--- src/rtl/lilme_pkg.sv ---
// Shared definitions for the LilME result path: chunk/word geometry,
// collector state encoding and frame sizing.
package lilme_pkg;

  localparam int CHUNKS_PER_WORD = 8;
  localparam int CHUNK_W         = 32;
  localparam int RESULT_W        = CHUNKS_PER_WORD * CHUNK_W;

  typedef enum logic {
    ST_IDLE     = 1'b0,
    ST_ASSEMBLE = 1'b1
  } collector_state_e;

  // One frame carries both halves of the product, hence two words per row.
  function automatic int words_per_frame(input int rows);
    return 2 * rows;
  endfunction

endpackage

--- src/rtl/lilme_result_collector_if.sv ---
// Chunk input and word output bundle of the result collector.
// The slave side is the collector, the master side drives chunks and consumes words.
interface lilme_result_collector_if
  import lilme_pkg::*;
#(
  parameter int dw         = 31,
  parameter int fifo_depth = 4
);

  logic                                  chunk_valid;
  logic [dw:0]                           chunk_data;
  logic                                  frame_abort;
  logic                                  word_valid;
  logic [CHUNKS_PER_WORD*(dw+1)-1:0]     word_data;
  logic                                  word_last;
  logic                                  word_ready;
  logic                                  frame_done;
  logic                                  overflow;
  logic                                  clear_overflow;
  logic [$clog2(fifo_depth):0]           level;
  logic                                  busy;

  modport slave (
    input  chunk_valid, chunk_data, frame_abort, word_ready, clear_overflow,
    output word_valid, word_data, word_last, frame_done, overflow, level, busy
  );

  modport master (
    output chunk_valid, chunk_data, frame_abort, word_ready, clear_overflow,
    input  word_valid, word_data, word_last, frame_done, overflow, level, busy
  );

endinterface

--- src/rtl/lilme_word_fifo.sv ---
// Small synchronous word FIFO with occupancy count; a push is accepted
// while full when a pop happens in the same cycle.
module lilme_word_fifo
  import lilme_pkg::*;
#(
  parameter  int WIDTH = RESULT_W + 1,
  parameter  int DEPTH = 4,
  localparam int AW    = $clog2(DEPTH)
) (
  input  logic             clk,
  input  logic             reset,
  input  logic             push_i,
  input  logic             pop_i,
  input  logic [WIDTH-1:0] wdata_i,
  output logic [WIDTH-1:0] rdata_o,
  output logic             full_o,
  output logic             empty_o,
  output logic [AW:0]      level_o
);

  localparam logic [AW:0] FULL_LEVEL = (AW+1)'(DEPTH);

  logic [WIDTH-1:0] mem_q [DEPTH];
  logic [AW-1:0]    wr_ptr_q, rd_ptr_q;
  logic [AW:0]      level_q, level_d;
  logic             do_push, do_pop;

  assign empty_o = (level_q == '0);
  assign full_o  = (level_q == FULL_LEVEL);
  assign level_o = level_q;
  assign do_pop  = pop_i && !empty_o;
  assign do_push = push_i && (!full_o || do_pop);

  // Head reads as zero whenever nothing is queued, so stale storage never leaks out.
  assign rdata_o = empty_o ? '0 : mem_q[rd_ptr_q];

  // NOTE: every signal assigned here gets a default first so no latch is inferred.
  always_comb begin
    level_d = level_q;
    unique case ({do_push, do_pop})
      2'b10:   level_d = level_q + 1'b1;
      2'b01:   level_d = level_q - 1'b1;
      default: level_d = level_q;
    endcase
  end

  // NOTE: state flops use non-blocking assignments so all registers update together.
  always_ff @(posedge clk or posedge reset) begin
    if (reset) begin
      wr_ptr_q <= '0;
      rd_ptr_q <= '0;
      level_q  <= '0;
    end else begin
      level_q <= level_d;
      if (do_push) wr_ptr_q <= wr_ptr_q + 1'b1;
      if (do_pop)  rd_ptr_q <= rd_ptr_q + 1'b1;
    end
  end

  // NOTE: storage is not reset; the pointers and count alone define what is valid.
  always_ff @(posedge clk) begin
    if (do_push) mem_q[wr_ptr_q] <= wdata_i;
  end

endmodule

--- src/rtl/lilme_result_collector.sv ---
// Reassembles controller result chunks into product words, tracks frame
// position and queues finished words for the downstream consumer.
module lilme_result_collector
  import lilme_pkg::*;
#(
  parameter int dw         = 31,
  parameter int row        = 4,
  parameter int fifo_depth = 4
) (
  input  logic                     clk,
  input  logic                     reset,
  lilme_result_collector_if.slave  bus
);

  localparam int CW  = dw + 1;
  localparam int WW  = CHUNKS_PER_WORD * CW;
  localparam int IW  = $clog2(CHUNKS_PER_WORD);
  localparam int WPF = words_per_frame(row);
  localparam int WIW = (WPF > 1) ? $clog2(WPF) : 1;
  localparam int LW  = $clog2(fifo_depth) + 1;

  localparam logic [IW-1:0]  LAST_CHUNK = IW'(CHUNKS_PER_WORD - 1);
  localparam logic [WIW-1:0] LAST_WORD  = WIW'(WPF - 1);

  collector_state_e state_q, state_d;
  logic [IW-1:0]    chunk_idx_q, chunk_idx_d;
  logic [WIW-1:0]   word_idx_q, word_idx_d;
  logic             overflow_q, overflow_d;
  logic             frame_done_q, frame_done_d;
  logic [CW-1:0]    slot_q [CHUNKS_PER_WORD-1];

  logic             push, push_last, pop, drop;
  logic             fifo_full, fifo_empty;
  logic [WW-1:0]    push_word;
  logic [WW:0]      head;
  logic [LW-1:0]    fifo_level;

  // The closing chunk goes straight into the word without passing through a slot.
  always_comb begin
    push_word = '0;
    for (int k = 0; k < CHUNKS_PER_WORD - 1; k++) begin
      push_word[k*CW +: CW] = slot_q[k];
    end
    push_word[WW-1 -: CW] = bus.chunk_data;
  end

  always_comb begin
    state_d     = state_q;
    chunk_idx_d = chunk_idx_q;
    word_idx_d  = word_idx_q;
    push        = 1'b0;
    push_last   = 1'b0;
    if (bus.frame_abort) begin
      state_d     = ST_IDLE;
      chunk_idx_d = '0;
      word_idx_d  = '0;
    end else if (bus.chunk_valid) begin
      unique case (state_q)
        ST_IDLE: begin
          chunk_idx_d = chunk_idx_q + 1'b1;
          state_d     = ST_ASSEMBLE;
        end
        ST_ASSEMBLE: begin
          if (chunk_idx_q == LAST_CHUNK) begin
            push        = 1'b1;
            push_last   = (word_idx_q == LAST_WORD);
            chunk_idx_d = '0;
            state_d     = ST_IDLE;
            // Advances even on a dropped word so frame alignment survives overflow.
            word_idx_d  = push_last ? '0 : word_idx_q + 1'b1;
          end else begin
            chunk_idx_d = chunk_idx_q + 1'b1;
          end
        end
        default: state_d = ST_IDLE;
      endcase
    end
  end

  assign pop          = !fifo_empty && bus.word_ready;
  assign drop         = push && fifo_full && !pop;
  assign frame_done_d = push && push_last && !drop;

  // A fresh drop wins over a simultaneous clear so no loss goes unreported.
  always_comb begin
    overflow_d = overflow_q;
    if (drop)                    overflow_d = 1'b1;
    else if (bus.clear_overflow) overflow_d = 1'b0;
  end

  always_ff @(posedge clk or posedge reset) begin
    if (reset) begin
      state_q      <= ST_IDLE;
      chunk_idx_q  <= '0;
      word_idx_q   <= '0;
      overflow_q   <= 1'b0;
      frame_done_q <= 1'b0;
    end else begin
      state_q      <= state_d;
      chunk_idx_q  <= chunk_idx_d;
      word_idx_q   <= word_idx_d;
      overflow_q   <= overflow_d;
      frame_done_q <= frame_done_d;
    end
  end

  always_ff @(posedge clk) begin
    if (bus.chunk_valid && !bus.frame_abort && chunk_idx_q != LAST_CHUNK) begin
      slot_q[chunk_idx_q] <= bus.chunk_data;
    end
  end

  lilme_word_fifo #(
    .WIDTH (WW + 1),
    .DEPTH (fifo_depth)
  ) u_fifo (
    .clk     (clk),
    .reset   (reset),
    .push_i  (push),
    .pop_i   (pop),
    .wdata_i ({push_last, push_word}),
    .rdata_o (head),
    .full_o  (fifo_full),
    .empty_o (fifo_empty),
    .level_o (fifo_level)
  );

  assign bus.word_valid = !fifo_empty;
  assign bus.word_data  = head[WW-1:0];
  assign bus.word_last  = head[WW];
  assign bus.level      = fifo_level;
  assign bus.frame_done = frame_done_q;
  assign bus.overflow   = overflow_q;
  assign bus.busy       = (state_q == ST_ASSEMBLE);

endmodule

--- src/flat_wrapper.sv ---
// flat-port wrapper written by rule: the top's interface ports become plain ports
module lilme_result_collector_flat import lilme_pkg::*;
#(
  parameter int dw         = 31,
  parameter int row        = 4,
  parameter int fifo_depth = 4
)
  (clk, reset, bus_chunk_valid, bus_chunk_data, bus_frame_abort, bus_word_ready, bus_clear_overflow, bus_word_valid, bus_word_data, bus_word_last, bus_frame_done, bus_overflow, bus_level, bus_busy);
  lilme_result_collector_if #(.dw(dw), .fifo_depth(fifo_depth)) bus_i ();
  input  logic clk;
  input  logic reset;
  input wire logic [$bits(bus_i.chunk_valid)-1:0] bus_chunk_valid;
  input wire logic [$bits(bus_i.chunk_data)-1:0] bus_chunk_data;
  input wire logic [$bits(bus_i.frame_abort)-1:0] bus_frame_abort;
  input wire logic [$bits(bus_i.word_ready)-1:0] bus_word_ready;
  input wire logic [$bits(bus_i.clear_overflow)-1:0] bus_clear_overflow;
  output wire logic [$bits(bus_i.word_valid)-1:0] bus_word_valid;
  output wire logic [$bits(bus_i.word_data)-1:0] bus_word_data;
  output wire logic [$bits(bus_i.word_last)-1:0] bus_word_last;
  output wire logic [$bits(bus_i.frame_done)-1:0] bus_frame_done;
  output wire logic [$bits(bus_i.overflow)-1:0] bus_overflow;
  output wire logic [$bits(bus_i.level)-1:0] bus_level;
  output wire logic [$bits(bus_i.busy)-1:0] bus_busy;
  assign bus_i.chunk_valid = bus_chunk_valid;
  assign bus_i.chunk_data = bus_chunk_data;
  assign bus_i.frame_abort = bus_frame_abort;
  assign bus_i.word_ready = bus_word_ready;
  assign bus_i.clear_overflow = bus_clear_overflow;
  assign bus_word_valid = bus_i.word_valid;
  assign bus_word_data = bus_i.word_data;
  assign bus_word_last = bus_i.word_last;
  assign bus_frame_done = bus_i.frame_done;
  assign bus_overflow = bus_i.overflow;
  assign bus_level = bus_i.level;
  assign bus_busy = bus_i.busy;
  lilme_result_collector #(.dw(dw), .row(row), .fifo_depth(fifo_depth)) u_core (.clk(clk), .reset(reset), .bus(bus_i));
endmodule
--- config.mk ---
export PLATFORM = sky130hd
export DESIGN_NAME = lilme_result_collector_flat
export DESIGN_NICKNAME = d
export VERILOG_FILES = /design/src/rtl/lilme_pkg.sv /design/src/rtl/lilme_result_collector_if.sv /design/src/rtl/lilme_word_fifo.sv /design/src/rtl/lilme_result_collector.sv /design/src/flat_wrapper.sv
export SDC_FILE = /design/constraint.sdc
export NUM_CORES = 1
export LEC_CHECK = 0
export ABC_AREA = 1
export BUFFER_PORTS_ARGS = -buffer_cell sky130_fd_sc_hd__buf_2
export CORE_ASPECT_RATIO = 0.6
export CORE_MARGIN = 5
export CORE_UTILIZATION = 49
export CTS_BUF_LIST = sky130_fd_sc_hd__clkbuf_4 sky130_fd_sc_hd__clkbuf_8
export CTS_CLUSTER_SIZE = 28
export DETAILED_ROUTE_END_ITERATION = 8
export HOLD_SLACK_MARGIN = 0.05
export PLACE_DENSITY = 0.68
export REMOVE_ABC_BUFFERS = 1
export SKIP_LAST_GASP = 1
export SYNTH_ARGS = -nofsm -noshare
export SYNTH_HDL_FRONTEND = slang
export SYNTH_SLANG_ARGS = --single-unit
--- constraint.sdc ---
create_clock -name clk -period 15.4 [get_ports clk]
set_input_delay 2.31 -clock clk [delete_from_list [all_inputs] [get_ports clk]]
set_output_delay 2.31 -clock clk [all_outputs]
set_load 0.005 [all_outputs]
[After elaboration in Yosys (flattened, before gate mapping)]
Memory sizes are Yosys's and may differ from the RTL's.
Index checks and enable logic that the tools add are counted.
Storage, ports and cells
  bits in writable memories: 1252
  memories: 2
  input bits: 38
  register bits after elaboration: 16
  logic and storage cells: 74
  output and inout bits: 264
Memory list
  u_core.u_fifo.mem_q: depth 4, bits a word 257, rd ports 1, clocked after memory_dff 0, write ports 1, RTL line lilme_word_fifo.sv:23  | logic [WIDTH-1:0] mem_q [DEPTH];
  u_core.slot_q: depth 7, bits a word 32, rd ports 7, clocked after memory_dff 0, write ports 1, RTL line lilme_result_collector.sv:30  | logic [CW-1:0] slot_q [CHUNKS_PER_WORD-1];
Cells by class
  mux-type cells: 29
  reductions and logical operators: 22
  eq/ne operators: 6
  add/subtract/negate cells: 6
  bitwise logic cells: 1
Operator list (number)
  257-bit two-way mux: 1
  3-bit two-way mux: 8
  1-bit two-way mux: 17
  3-bit case mux with 2 select lines: 2
  2-bit nonzero test: 5
  3-bit by 1-bit adder with 3-bit output (second input constant): 3
  3-bit equality test (second input constant): 3
  1-bit logical AND: 9
  1-bit zero test: 5
  2-bit by 1-bit adder with 2-bit output (second input constant): 2
  3-bit zero test: 1
  3-bit != test (second input constant): 1
  3-bit AND reduction: 1
  3-bit by 1-bit subtractor with 3-bit output (second input constant): 1
  2-bit by 1-bit equality test with 1-bit output (second input constant): 1
  2-bit equality test (second input constant): 1
  1-bit case mux with 2 select lines: 1
  1-bit logical OR: 1
  1-bit inverter: 1

[Logic depth before layout (Yosys ltp)]
Gate-level depths: netlist of the first run.
  depth in word-level cells: 9
  depth in mapped cells: 10
  gate-level depth less buffers: 10

[By module]
Synthesis of the first run repeated with hierarchy kept, for this count alone.
Unflattened totals
  cells, all modules: 4418
  area, all modules: 51139.0 µm²
Modules (own cells, without submodules)
  lilme_word_fifo: area an instance 43785.7 µm², sequential area each 31044.8 µm², instances 1, cells each 4116
  lilme_result_collector: area an instance 7353.3 µm², sequential area each 6951.7 µm², instances 1, cells each 302

[Least setup slack after synthesis of the first run]
OpenSTA, ideal clock, no wires.
  path type: input to register
  start: in bus_frame_abort
  end: mem u_core.u_fifo.mem_q[0][0] (netlist name) (enable)
  cell stages on the path: 5
  data arrival time: 13.588 ns
  setup slack: 0.931 ns
  required time: 14.519 ns
  buffers on the path: 0
  setup time: 0.881 ns
  cells stage by stage: inv_1 nand2_1 nor2_1 nand2_1 nor2_1
Between the ends
  cells in the longest elaborated chain, start to end: 4
RTL lines
  start, declared: RTL line flat_wrapper.sv:14  | input wire logic [$bits(bus_i.frame_abort)-1:0] bus_frame_abort;
  1-bit two-way mux: RTL line lilme_result_collector.sv:53  | if (bus.frame_abort) begin
  1-bit logical AND: RTL line lilme_word_fifo.sv:32  | assign do_push = push_i && (!full_o || do_pop);
  1-bit two-way mux: RTL line lilme_word_fifo.sv:62  | if (do_push) mem_q[wr_ptr_q] <= wdata_i;
  1-bit two-way mux (not written as such): RTL line lilme_word_fifo.sv:62
  end, declared: RTL line lilme_word_fifo.sv:23
No other way between the ends.

[Final worst setup path of the first run]
  start: reg u_core.u_fifo.level_q[0] (netlist: u_core.u_fifo.level_o[0])
  end: out bus_word_data[148]
Between the ends
  cells in the longest elaborated chain, start to end: 2
RTL lines
  start, declared: RTL line lilme_word_fifo.sv:25  | logic [AW:0] level_q, level_d;
  start signal, assigned: RTL line lilme_word_fifo.sv:54  | level_q <= level_d;
  3-bit zero test: RTL line lilme_word_fifo.sv:28  | assign empty_o = (level_q == '0);
  257-bit two-way mux: RTL line lilme_word_fifo.sv:35  | assign rdata_o = empty_o ? '0 : mem_q[rd_ptr_q];
  end, declared: RTL line flat_wrapper.sv:18  | output wire logic [$bits(bus_i.word_data)-1:0] bus_word_data;
No other way between the ends.

==> flow_metrics.tcl, run 1 <==
set metrics [dict create \
    status "finished, final reports clean" \
    synth-xor-area-share_pct 0.03705 \
    layout_commonest_cell "edfxtp_1" \
    syn_avg_cell_area_um2 14.03 \
    skew_ns 0.03751 \
    overflow 0 \
    htreeDepth 4 \
    nets 3735 \
    design_area_mm2 0.05330 \
    dr.pass1.iters 6 \
    tightest_slew_ns 1.166 \
    clockPowerShare_pct 27.8 \
    synth-edff-count 1252 \
    syn_area_mm2 0.04727 \
    rsz0062_at_grt "no" \
    rrSetupSlack_ns 10.82 \
    endpoint_kind "primary output" \
    synth_compound_area_share_pct 8.271 \
    yosys-top-cells-area "edfxtp_1 (80%), nor2_1 (8.3%), o21ai_0 (4.2%), a21oi_1 (2.8%), o21ai_1 (1.3%)" \
    drcViolationCount 0 \
    clk_pin_slew_ns 0.06 \
    async_flop_share_pct 1.262 \
    cp-endpoint "bus_word_data[148]" \
    powerDensity_mw_per_mm2 172.9 \
    maxSlewViolCount 0 \
    place_hpwl_um 53290 \
    path_max_fanout 88 \
    die_w_um 411.0 \
    post_cts_buffers 0 \
    p_sw_share_pct 34.24 \
    placed_area_mm2 0.04983 \
    peakVddDrop_v 0.0001679 \
    power.internal_mw 6.061 \
    p_comb_share_pct 30.6 \
    start_kind "flip-flop" \
    drive_gt1_share_pct 16.58 \
    via_per_inst 5.314 \
    r2r_cells 8 \
    p_sw_mw 3.155 \
    antenna_found_initial 3 \
    cts_buffer_depth 3 \
    coreArea_mm2 0.09590 \
    ant_nets 0 \
    grt_pass1_wl_um 161400 \
    ys_types 23 \
    finalCritPeriodShare_pct 44.05 \
    cts_hold_buf 0 \
    synth_top_area_share_pct 79.53 \
    cts_buffers 177 \
    r2r_start "u_core.chunk_idx_q[0]" \
    die-area_mm2 0.1030 \
    final_hold_viol_count 0 \
    layout_common_cells "edfxtp_1 (1,252), nor2_1 (1,037), o21ai_0 (395), buf_2 (301), a21oi_1 (260)" \
    port_buffers 301 \
    drt_iter0_markers 2779 \
    fp.dieH_um 250.6 \
    crit_required_ns 13.09 \
    cts.sinks 1268 \
    synthAdderAreaFrac_pct 0.2541 \
    yosys_warnings 0 \
    maxClockFrequency_ghz 0.1474 \
    drt_wl_total_um 107200 \
    groute.usage.overall_pct 20.51 \
    period_needed_ns 6.783 \
    fin_util_pct 55.58 \
    synthCells 3370 \
    synth_simple_gate_area_share_pct 8.668 \
    clk_latency_ns 0.85 \
    cts_tree "done" \
    synth_mux_area_share_pct 0 \
    vias 27300 \
    syn2layout_area_growth_pct 12.75 \
    start_util_pct 49.29 \
    root_buffer "clkbuf_8" \
    path_class "flip-flop to primary output" \
    ys_ff_latch 1268 \
    synth-seq-area-share_pct 80.37 \
    min_path_type "flip-flop to flip-flop" \
    setup_viol 0 \
    p_leak_nw 17.88 \
    maxCapViolCount 0 \
    gp_congestion 0.7368 \
    synth_ff_type "edfxtp_1" \
    seq_power_share_pct 41.6 \
    num-fill-cells 7639 \
    synth_top_family_by_area "simple AND/OR/NAND/NOR gates" \
    wl_per_cell_um 20.88 \
    slew_headroom_pct 22.27 \
    synth.largest_area_cell "edfxtp_1" \
    row_count 88 \
    cp-startpoint "u_core.u_fifo.level_o[0]" \
    r2r-end "u_core.u_fifo.mem_q[2][110]" \
    grt_max_degree 215 \
    io_pins 302 \
    grt_pass1_vias 26500 \
    cts_resized 0 \
    arrival_ns 4.47 \
]
[layout make-up]
type                    count  area (um2)  area share (%)
well taps                1305        1633           3.063
clock inverters            68       441.7          0.8286
clock buffers             253        3025           5.676
diodes                      1       2.502        0.004695
inverters                  26       120.1          0.2253
flip-flops and latches   1268       38000           71.30
repair buffers            338        1859           3.488
multi-input cells        1877        8218           15.42
[worst min path at each step]
stage	start	cells past startpoint	endpoint	slack, ns
global placement	u_core.slot_q[0][5]	0	u_core.u_fifo.mem_q[2][5]	0.47
floorplan	u_core.slot_q[0][0]	0	u_core.u_fifo.mem_q[0][0]	0.46
CTS	u_core.slot_q[0][9]	0	u_core.u_fifo.mem_q[3][9]	0.47
detailed placement	u_core.slot_q[1][0]	0	u_core.u_fifo.mem_q[3][32]	0.48
global route	u_core.slot_q[0][9]	0	u_core.u_fifo.mem_q[3][9]	0.49
finish	u_core.slot_q[3][18]	0	u_core.u_fifo.mem_q[1][114]	0.47
[cell families (layout without fill, tap and decap cells)]
kind of cell	after synthesis	in the layout
AO/OA/AOI/OAI	781	781
XOR/XNOR	2	2
buffers and inverters	225	685
other	0	1
flip-flops	1268	1268
adder cells (fa/ha/maj)	9	9
AND/OR/NAND/NOR	1085	1085
[state kept, by name, indices dropped and copies added (netlist names), 2 cells and up]
signal                  cells
u_core.u_fifo.mem_q      1028
u_core.slot_q             224
u_core.chunk_idx_q          3
u_core.u_fifo.level_o       3
u_core.word_idx_q           3
u_core.u_fifo.rd_ptr_q      2
u_core.u_fifo.wr_ptr_q      2
[power by group through the flow]
stage / Sequential, mW / Combinational (mW) / Clock (mW)
final: 3.84 / 2.82 / 2.56
after global routing: 3.84 / 3.14 / 2.79
after detailed placement: 3.91 / 2.85 / 0
after global placement: 3.91 / 2.82 / 0
after CTS: 3.84 / 2.86 / 2.62
after floorplan: 4.05 / 1.66 / 0
[critical path, stage by stage (launching register included)]
cell and delay, ns:
dfrtp_1 0.45, nor2_1 0.19, nand2_1 0.25, inv_8 0.50, buf_4 0.80, buf_4 0.81
a21oi_1 0.21, buf_2 0.20
[metal layers]
layer,track usage (%),share of wire (%),up-vias
met5,0,0,-
met4,5.833,1.9,0
met3,4.424,6.9,150
met2,31.81,47,926
met1,29.65,44,13450
li1,-,-,12770
[cells in the mapped netlist (4+ instances only)]
cell type,instances
nand2_1,25
a21oi_1,260
ha_1,8
o21ai_1,125
buf_1,9
buf_2,79
nor2_1,1044
edfxtp_1,1252
buf_4,26
inv_1,23
buf_6,12
nor3_1,4
nand3_1,8
clkbuf_1,72
dfrtp_1,16
o21ai_0,395
[metrics by stage]
stage	hold slack, ns	setup TNS, ns	cells	worst slack (ns)	total power, mW
4_1_cts	0.4736	0	5135	8.547	9.320
6_report	0.4749	0	5136	8.617	9.216
2_1_floorplan	0.4587	-1450.31	3171	-5.620	5.716
3_3_place_gp	0.4715	0	4814	9.115	6.731
5_1_grt	0.4861	0	5136	8.378	9.770
3_5_place_dp	0.4764	0	4814	9.111	6.761
No activity file was read; power rests on OpenSTA's default activity.
==> run 2: changes to the inputs <==
==> constraint.sdc (replaced) <==
create_clock -name clk -period 6.9 [get_ports clk]
set_input_delay 1.035 -clock clk [delete_from_list [all_inputs] [get_ports clk]]
set_output_delay 1.035 -clock clk [all_outputs]
set_load 0.005 [all_outputs]
==> flow_metrics.tcl, run 2 (same netlist as run 1, synthesis figures left out) <==
set metrics [dict create \
    cts_hold_buf 0 \
    cts_tree "done" \
    dr.pass1.iters 7 \
    tightest_slew_ns 1.149 \
    maxSlewViolCount 0 \
    regMostFlops "u_core.u_fifo.mem_q" \
    path_class "flip-flop to primary output" \
    r2r-end "u_core.u_fifo.mem_q[3][178]" \
    wl_per_cell_um 20.97 \
    port_buffers 301 \
    place_hpwl_um 53900 \
    clk_pin_slew_ns 0.07 \
    root_buffer "clkbuf_8" \
    cts_buffers 178 \
    slew_headroom_pct 23.41 \
    rsz0062_at_grt "no" \
    start_util_pct 49.29 \
    skew_ns 0.05163 \
    crit_required_ns 5.86 \
    r2r_start "u_core.chunk_idx_q[0]" \
    arrival_ns 3.72 \
    ant_nets 0 \
    die-area_mm2 0.1030 \
    final_hold_viol_count 0 \
    num-fill-cells 7602 \
    layout_common_cells "edfxtp_1 (1,252), nor2_1 (1,037), o21ai_0 (395), buf_2 (301), a21oi_1 (260)" \
    io_pins 302 \
    placed_area_mm2 0.05000 \
    drive_gt1_share_pct 16.74 \
    cts_buffer_depth 3 \
    row_count 88 \
    syn2layout_area_growth_pct 12.96 \
    antenna_found_initial 2 \
    min_path_type "primary input to async pin" \
    post_cts_buffers 0 \
    powerDensity_mw_per_mm2 384.1 \
    peakVddDrop_v 0.0005336 \
    maxClockFrequency_ghz 0.2102 \
    nets 3740 \
    layout_commonest_cell "edfxtp_1" \
    maxCapViolCount 0 \
    clk_latency_ns 0.85 \
    setup_viol 0 \
    overflow 0 \
    start_kind "flip-flop" \
    grt_max_degree 218 \
    p_leak_nw 17.89 \
    design_area_mm2 0.05340 \
    gp_congestion 0.7355 \
    multi_input_area_mm2 0.008218 \
    drt_iter0_markers 2743 \
    rrSetupSlack_ns 3.24 \
    period_needed_ns 4.758 \
    die_w_um 411.0 \
    tns_ns 0 \
    setup_ws_ns 2.142 \
    coreArea_mm2 0.09590 \
    reg_top3 "u_core.u_fifo.mem_q: 1028 flops, u_core.slot_q: 224 flops" \
    endpoint_kind "primary output" \
    dp_slack_ns 2.926 \
    cts.sinks 1268 \
    power_mw 20.51 \
    cts_resized 0 \
    path_max_fanout 217 \
    regArea_mm2 0.03800 \
    vias 27470 \
    htreeDepth 4 \
    r2r_cells 7 \
    fp.dieH_um 250.6 \
    via_per_inst 5.349 \
    hold_ws_ns 0.2964 \
    status "finished, final reports clean" \
    groute.usage.overall_pct 20.66 \
    grt_pass1_vias 26710 \
    finalCritPeriodShare_pct 68.96 \
    largest_register_ffs 1028 \
    grt_pass1_wl_um 162500 \
    drcViolationCount 0 \
    drt_wl_total_um 107700 \
]
[run 2: changes by cell type in the layout (fill, tap and decap cells not counted)]
cell and change:
clkbuf_4 +7, inv_12 -2, buf_4 -7, clkinv_8 +1, clkinv_1 -7, clkinvlp_4 +3
inv_8 +1, clkinv_2 -5, bufinv_16 -3, buf_12 +11
[run 2: cell type report]
cell class              count  area share [%]
clock buffers             260           5.764
multi-input cells        1877           15.39
repair buffers            342           3.796
inverters                  26          0.2249
well taps                1305           3.058
flip-flops and latches   1268           71.17
diodes                      1        0.004686
clock inverters            56          0.5951
[run 2: worst max path at each step]
stage                                          from                          end  slack, ns  depth (start not counted)
final                     u_core.u_fifo.rd_ptr_q[0]            bus_word_data[83]       2.14                          7
after global routing      u_core.u_fifo.rd_ptr_q[0]            bus_word_data[83]       1.90                          7
after CTS                 u_core.u_fifo.rd_ptr_q[0]            bus_word_data[83]       2.10                          7
after detailed placement            bus_frame_abort  u_core.u_fifo.mem_q[3][236]       2.93                          7
after global placement              bus_frame_abort  u_core.u_fifo.mem_q[2][236]       3.02                          7
after floorplan           u_core.u_fifo.rd_ptr_q[0]             bus_word_data[0]     -12.85                          3
[run 2: power by group]
group	total [mW]	internal [mW]	switching, mW
registers	8.47	8.43	0.0421
logic	6.42	2.18	4.24
clock network	5.62	2.87	2.75
total	20.5	13.5	7.04
[run 2: metal layers]
metal / GRT usage, % / part of all wire (%)
met5: 0 / 0
met4: 6.603 / 2.4
met3: 3.853 / 6.4
met2: 31.99 / 47
met1: 30.02 / 44
[run 2: through the flow]
stage	cells	util, %
2_1_floorplan	3171	-
3_3_place_gp	4818	52.14
3_5_place_dp	4818	52.14
4_1_cts	5134	55.68
5_1_grt	5135	55.68
6_report	5135	55.68
[run 2: critical path, stage by stage (launching register included)]
cell     delay (ns)
dfrtp_4        0.48
buf_12         0.63
buf_4          0.72
nor2_1         0.12
nor2_1         0.11
o21ai_1        0.08
a21oi_1        0.25
buf_2          0.17
==> run 3: changes to the inputs <==
==> constraint.sdc (replaced) <==
create_clock -name clk -period 4.5 [get_ports clk]
set_input_delay 0.675 -clock clk [delete_from_list [all_inputs] [get_ports clk]]
set_output_delay 0.675 -clock clk [all_outputs]
set_load 0.005 [all_outputs]
==> flow_metrics.tcl, run 3 (same netlist as run 1, synthesis figures left out) <==
set metrics [dict create \
    post_cts_buffers 0 \
    via_per_inst 5.314 \
    path_max_fanout 122 \
    cts_resized 0 \
    wl_per_cell_um 21.32 \
    min_path_type "primary input to flip-flop" \
    start_util_pct 49.29 \
    final_hold_viol_count 0 \
    die_w_um 411.0 \
    root_buffer "clkbuf_8" \
    drive_gt1_share_pct 17.15 \
    io_pins 302 \
    layout_common_cells "edfxtp_1 (1,252), nor2_1 (1,037), o21ai_0 (395), buf_2 (301), a21oi_1 (260)" \
    status "finished, final reports clean" \
    drt_wl_total_um 110200 \
    maxCapViolCount 0 \
    setup_viol 0 \
    drt_iter0_markers 2732 \
    grt_max_degree 159 \
    skew_ns 0.03548 \
    clk_pin_slew_ns 0.07 \
    crit_required_ns 3.83 \
    arrival_ns 3.24 \
    dp_slack_ns 1.285 \
    syn2layout_area_growth_pct 13.77 \
    regMostFlops "u_core.u_fifo.mem_q" \
    htreeDepth 4 \
    largest_register_ffs 1028 \
    place_hpwl_um 58240 \
    die-area_mm2 0.1030 \
    setup_ws_ns 0.5838 \
    reg_top3 "u_core.u_fifo.mem_q: 1028 flops, u_core.slot_q: 224 flops" \
    placed_area_mm2 0.05030 \
    start_kind "flip-flop" \
    drcViolationCount 0 \
    ant_nets 0 \
    row_count 88 \
    gp_congestion 0.7349 \
    endpoint_kind "primary output" \
    grt_pass1_wl_um 164300 \
    dr.pass1.iters 5 \
    maxClockFrequency_ghz 0.2553 \
    peakVddDrop_v 0.0004917 \
    tns_ns 0 \
    path_class "flip-flop to primary output" \
    rsz0062_at_grt "no" \
    p_leak_nw 18.10 \
    nets 3769 \
    cts_hold_buf 4 \
    cts_buffer_depth 3 \
    fin_util_pct 56.08 \
    antenna_found_initial 4 \
    groute.usage.overall_pct 20.96 \
    design_area_mm2 0.05378 \
    slew_headroom_pct 33.11 \
    maxSlewViolCount 0 \
    fp.dieH_um 250.6 \
    finalCritPeriodShare_pct 87.03 \
    cts_buffers 177 \
    power_mw 31.90 \
    tightest_slew_ns 1.003 \
    period_needed_ns 3.916 \
    cts.sinks 1268 \
    powerDensity_mw_per_mm2 593.1 \
    overflow 0 \
    coreArea_mm2 0.09590 \
    grt_pass1_vias 26210 \
    layout_commonest_cell "edfxtp_1" \
    vias 27460 \
    clk_latency_ns 0.84 \
    port_buffers 301 \
    cts_tree "done" \
]
## run 3: final timing paths
kind | from | endpoint | slack (ns) | cells after the start
worst max register to register | u_core.chunk_idx_q[0] | u_core.u_fifo.mem_q[0][190] | 1.38 | 8
worst max-delay path | u_core.u_fifo.rd_ptr_q[0] | bus_word_data[101] | 0.58 | 5
max in group asynchronous | reset | u_core.u_fifo.rd_ptr_q[0] | 3.49 | 3
worst min-delay path | bus_chunk_data[30] | u_core.u_fifo.mem_q[1][254] | 0.19 | 1
worst min register to register | u_core.slot_q[5][17] | u_core.u_fifo.mem_q[3][177] | 0.47 | 0
min in group asynchronous | reset | u_core.u_fifo.level_o[0] | 0.48 | 3
## run 3: metrics by stage
step / hold slack, ns / cells
after floorplan: 0.4587 / 3171
after global placement: 0.4717 / 4844
after detailed placement: 0.4750 / 4844
after CTS: 0.06991 / 5166
after global routing: 0.1280 / 5167
final: 0.1861 / 5167
## run 3: report_power, final
| part | internal [mW] | leakage, nW | switching (mW) |
|---|---|---|---|
| registers | 12.9 | 11.5 | 0.179 |
| logic | 3.46 | 4.81 | 6.62 |
| clock network | 4.50 | 1.83 | 4.21 |
## run 3: routing by layer
layer	routed length, um	track usage, %	vias to the layer above
met5	0	0	-
met2	51430	32.35	1016
met3	7493	3.746	156
met4	2490	6.903	0
li1	-	-	12830
met1	48740	30.57	13450
## run 3: critical path, cell delays in order, from the launching register on
cell,delay [ns]
dfrtp_4,0.68
inv_8,0.55
buf_12,0.35
o21ai_0,0.14
a21oi_1,0.32
buf_2,0.19
## run 3: final cells by class
type | count | area, um2
antenna | 1 | 2.502
clock buffer | 251 | 3004
clock inverter | 67 | 437.9
fill | 7633 | 42120
inverter | 26 | 120.1
multi-input combinational | 1877 | 8218
sequential | 1268 | 38000
tap | 1305 | 1633
timing repair buffer | 372 | 2362
